<file path="src/rtl/fetch_ctrl.sv">
// fetch_ctrl: IF1 fetch sequencer. Owns the fetch PC, issues aligned 1/2-wide groups,
// throttles on ICache miss / buffer full, redirects on branch flush, registers IF2 PCs.
`default_nettype none

module fetch_ctrl #(
  parameter logic [31:0] RESET_PC = 32'h1C00_0000,
  parameter int          CNT_W    = 32
) (
  input  logic             clk,
  input  logic             rstn,
  input  logic             buf_full,
  input  logic             br_flush,
  input  logic [31:0]      br_target,
  input  logic             icache_stall,
  input  logic             pred_taken,
  input  logic             pred_slot,
  input  logic [31:0]      pred_target,
  output logic             fetch_req,
  output logic [31:0]      fetch_pc,
  output logic [31:0]      if2_pc1,
  output logic [31:0]      if2_pc2,
  output logic [1:0]       if2_valid,
  output logic             if2_adef,
  output logic             flush_out,
  output logic [CNT_W-1:0] cnt_miss,
  output logic [CNT_W-1:0] cnt_full
);

  typedef enum logic [1:0] {
    ST_RUN        = 2'd0,
    ST_MISS       = 2'd1,
    ST_FLUSH_WAIT = 2'd2,
    ST_FULL       = 2'd3
  } state_t;

  state_t      state;
  logic [31:0] pc;

  logic        misaligned;
  logic        size2;
  logic        pred_hit;
  logic        accept;
  logic [31:0] seq_pc;
  logic [31:0] grp_next_pc;

  localparam logic [CNT_W-1:0] CNT_ONE = {{(CNT_W-1){1'b0}}, 1'b1};

  assign fetch_pc = pc;

  always_comb begin
    misaligned  = (pc[1:0] != 2'b00);
    size2       = !pc[2] && !(pred_taken && !pred_slot) && !misaligned;
    // A slot-1 prediction only matters when slot 1 is actually part of the group.
    pred_hit    = pred_taken && (!pred_slot || size2);
    seq_pc      = {pc[31:3] + 29'd1, 3'b000};
    grp_next_pc = pred_hit ? pred_target : seq_pc;
    accept      = ((state == ST_RUN) || (state == ST_MISS)) &&
                  !br_flush && !icache_stall && !buf_full;
  end

  always_ff @(posedge clk) begin
    if (!rstn) begin
      state     <= ST_RUN;
      pc        <= RESET_PC;
      fetch_req <= 1'b1;
      if2_pc1   <= 32'd0;
      if2_pc2   <= 32'd0;
      if2_valid <= 2'b00;
      if2_adef  <= 1'b0;
      flush_out <= 1'b0;
      cnt_miss  <= '0;
      cnt_full  <= '0;
    end else begin
      flush_out <= br_flush;
      if2_valid <= 2'b00;
      if2_adef  <= 1'b0;

      if (accept) begin
        if2_pc1   <= pc;
        if2_pc2   <= pc + 32'd4;
        if2_valid <= size2 ? 2'b11 : 2'b10;
        if2_adef  <= misaligned;
        pc        <= grp_next_pc;
      end

      if ((state == ST_MISS) || (state == ST_FLUSH_WAIT))
        cnt_miss <= cnt_miss + CNT_ONE;
      if (state == ST_FULL)
        cnt_full <= cnt_full + CNT_ONE;

      case (state)
        ST_RUN: begin
          if (br_flush) begin
            pc <= br_target;
          end else if (icache_stall) begin
            state <= ST_MISS;
          end else if (buf_full) begin
            state     <= ST_FULL;
            fetch_req <= 1'b0;
          end
        end
        ST_MISS: begin
          if (br_flush) begin
            pc    <= br_target;
            // The refill for the old PC still completes; wait it out before fetching.
            state <= icache_stall ? ST_FLUSH_WAIT : ST_RUN;
          end else if (!icache_stall) begin
            if (buf_full) begin
              state     <= ST_FULL;
              fetch_req <= 1'b0;
            end else begin
              state <= ST_RUN;
            end
          end
        end
        ST_FLUSH_WAIT: begin
          if (br_flush) begin
            pc <= br_target;
          end else if (!icache_stall) begin
            state <= ST_RUN;
          end
        end
        ST_FULL: begin
          if (br_flush) begin
            pc        <= br_target;
            state     <= ST_RUN;
            fetch_req <= 1'b1;
          end else if (!buf_full) begin
            state     <= ST_RUN;
            fetch_req <= 1'b1;
          end
        end
        default: begin
          state     <= ST_RUN;
          fetch_req <= 1'b1;
        end
      endcase
    end
  end

endmodule

`default_nettype wire
</file>
<file path="config.mk">
export PLATFORM = sky130hd
export DESIGN_NAME = fetch_ctrl
export DESIGN_NICKNAME = d
export VERILOG_FILES = /design/src/rtl/fetch_ctrl.sv
export SDC_FILE = /design/constraint.sdc
export NUM_CORES = 1
export LEC_CHECK = 0
export BUFFER_PORTS_ARGS = -buffer_cell sky130_fd_sc_hd__buf_2
export CAP_MARGIN = 20
export CORE_UTILIZATION = 50
export DETAILED_ROUTE_END_ITERATION = 16
export MAX_ROUTING_LAYER = met4
export PLACE_DENSITY = 0.86
export SETUP_SLACK_MARGIN = 0.1
export SYNTH_ARGS = -nofsm -noshare
export SYNTH_HDL_FRONTEND = slang
export SYNTH_SLANG_ARGS = --single-unit
</file>
<file path="constraint.sdc">
create_clock -name clk -period 3.3 [get_ports clk]
set_clock_uncertainty 0.15 [all_clocks]
set_input_delay 0.165 -clock clk [delete_from_list [all_inputs] [get_ports clk]]
set_output_delay 0.165 -clock clk [all_outputs]
set_load 0.02 [all_outputs]
</file>
==> run_results.csv <==
group,metric,value,unit
die,die-area,17200,um^2
timing,fmax,0.323,GHz
die,rows,46,
die,dieHeight,131,um
route,first_pass_iters,5,
timing,final_hold_viol_count,0,
cells_and_area,area_delta_synth_final,29.0,%
critical_path,rrSetupSlack,210,ps
cts,cts_max_level,4,
critical_path,cp-startpoint,"state[0]$_SDFFE_PN0P_",
route,drt-initial-drc-count,881,
cts,cts.sinks,165,
route,wl_per_cell,18.5,um
critical_path,required,3530,ps
critical_path,crit_arrival,3320,ps
yosys,async_flop_share,0,%
worst_hold_path,hold_path_depth,3,
yosys,syn_area_per_cell,8.16,um^2
timing,fin_crit_sh,93.8,%
critical_path,crit_path_max_fanout,20,
worst_hold_path,hold_end,"fetch_pc[11]$_SDFFE_PN0P_",
cells_and_area,drive_gt1_share,24.7,%
worst_hold_path,min-delay-start,"pred_target[11]",
global_routing,grt.overflow.total,0,
timing,rsz0062_at_grt,"yes",
pwr,irDropWorstVdd,0.383,mV
flow_run,drv_cap,0,
placement,gp_routability_congestion,0.971,
cells_and_area,layout_common_cells,"buf_2 (235), dfxtp_1 (165), nand2_1 (113)",
timing,worst_pin_slew,901,ps
global_routing,grt_pass1_wl,41700,um
route,drt-total-wl,27500,um
cts,cts_inserted_buffers,17,
die,core,16100,um^2
cells_and_area,fillerInstances,1305,
timing,finalMaxSlewViolations,0,
yosys,synth_cell_types,67,
critical_path,crit_family,"simple AND/OR/NAND/NOR gates",
cells_and_area,final_common_cell,"buf_2",
yosys,yosysWarnings,0,
timing,whs,12.8,ps
timing,setup_viol,0,
global_routing,grt_pass1_vias,8043,
yosys,synth_nets,1101,
cells_and_area,final_area,10700,um^2
timing,tns,0,ps
cells_and_area,final_nets,1340,
timing,period_needed,3090,ps
yosys,ys.flop_type,"dfxtp_1",
worst_hold_path,worst_hold_path_type,"in2reg",
global_routing,grt_max_degree,105,
yosys,synth_edf_count,0,
critical_path,r2r_end,"fetch_pc[13]$_SDFFE_PN0P_",
critical_path,criticalPathCategory,"reg2reg",
critical_path,slowest_stage,"dlygate4sd3_1",
critical_path,reg2reg_from,"state[0]$_SDFFE_PN0P_",
route,ant_nets,0,
die,start_util,51.9,%
cts,insertion_delay,440,ps
yosys,netlist_instances,1021,
cts,clockBufferDepth,2,
yosys,syn_area,8330,um^2
placement,portBuffers,235,
global_routing,antenna_found_initial,1,
critical_path,rr_worst_depth,6,
critical_path,end_kind,"flip-flop",
critical_path,crit_buf_inv,1,
route,via_per_inst,5.95,
placement,place_area,9550,um^2
pwr,total_leakage_power,4.49,nW
timing,slew_headroom,39.7,%
critical_path,cp_cell_sequence,"ha_1 > nor4_2 > a21o_2 > nand3_1 > o32ai_1 > dlygate4sd3_1",
status,status,"finished clean",
die,ios,236,
route,drc,0,
die,die_x,131,um
global_routing,grt_use_total,32.3,%
yosys,synth-seq-cells,165,
critical_path,start_kind,"flip-flop",
route,vias,8862,
placement,detailed_place_hpwl,18500,um
yosys,yosysSeqAreaShare,39.7,%
critical_path,slowest_delay,580,ps
cts,root_buffer,"clkbuf_16",
pwr,power.density,598,nW/um^2
cts,cts_tree,"yes",
cts,clkTransAtPathRegs,70,ps
[what timing repair did]
| action | 4_1_cts | 5_1_grt |
|---|---|---|
| hold endpoints to repair | 33 | 0 |
| setup buffers | 0 | 0 |
| hold buffers | 54 | 0 |
| endpoints found under the setup margin | 0 | 12 |
| gates resized for setup | 0 | 4 |
[through the flow]
stage	std cells	setup slack, ps	util, %	total power [mW]
finish	1490	206	66.9	6.43
global route	1490	73.8	66.9	6.65
CTS	1489	135	66.8	6.34
detailed placement	1403	727	59.4	4.13
global placement	1403	755	59.4	4.08
floorplan	1021	1060	-	3.59
[synthesized netlist by cell type, types with 12 or more instances]
cell type	n	area (um^2)
a211oi_1	16	120
a21oi_1	79	395
and3_1	23	144
and4_1	15	131
buf_2	24	120
buf_4	14	105
clkbuf_1	48	180
dfxtp_1	165	3300
inv_1	12	45.0
nand2_1	113	424
nand3_1	47	235
nand4_1	39	244
nor2_1	110	413
nor3_1	19	95.1
o21ai_0	46	230
o22ai_1	12	75.1
xnor2_1	41	359
xor2_1	53	464
[layout make-up]
type                            instances  area (um^2)  share of cell area [%]
Multi-Input combinational cell        755         4580                    42.7
Sequential cell                       165         3300                    30.8
Timing Repair Buffer                  308         1900                    17.7
Clock buffer                           21          470                    4.38
Tap cell                              216          270                    2.52
Clock inverter                         11          165                    1.54
Inverter                               13         50.0                   0.466
Antenna cell                            1         2.50                  0.0233
[kinds of logic after synthesis]
group           after synthesis  share of synthesized area, %
compound gates              218                          16.5
xor+xnor                     94                          9.88
fa+ha+maj                     9                          1.35
buf+inv                     101                          5.54
flops                       165                          39.7
mux                           5                         0.631
simple gates                429                          26.4
[how the worst max path moves through the flow]
stage                                     end  slack (ps)  cells after the start
finish              fetch_pc[13]$_SDFFE_PN0P_         210                      6
global route        fetch_pc[12]$_SDFFE_PN0P_          70                      7
CTS                 fetch_pc[19]$_SDFFE_PN0P_         140                      7
detailed placement  fetch_pc[13]$_SDFFE_PN0P_         730                      5
global placement    fetch_pc[19]$_SDFFE_PN0P_         760                      6
floorplan           fetch_pc[23]$_SDFFE_PN0P_        1060                      6
[tightest hold or removal path, delay by kind of cell]
kind                   cells  cell delay [ps]
buffers and inverters      1              120
AOI/OAI and AO/OA          2              260
[where the power goes]
| part | total, mW | switching [mW] | internal, mW |
|---|---|---|---|
| Clock | 2.14 | 0.871 | 1.27 |
| Combinational | 1.85 | 1.14 | 0.709 |
| Sequential | 2.44 | 0.271 | 2.16 |
| Total | 6.43 | 2.28 | 4.14 |
[state kept, by name, summed over array words and instances, names as in the netlist]
| name | cells |
|---|---|
| flush_out | 1 |
| state | 2 |
| fetch_req | 1 |
| if2_pc1 | 32 |
| if2_adef | 1 |
| if2_valid | 2 |
| fetch_pc | 32 |
| if2_pc2 | 30 |
| cnt_miss | 32 |
| cnt_full | 32 |
[routing by layer]
| metal | vias to the layer above | track usage, % | routed length (um) |
|---|---|---|---|
| met4 | 0 | 17.5 | 1280 |
| met2 | 551 | 47.3 | 12200 |
| met3 | 121 | 6.82 | 2620 |
| met5 | - | - | 0 |
| met1 | 4099 | 41.6 | 11400 |
| li1 | 4091 | - | - |
No activity file was read; power rests on OpenSTA's default activity.
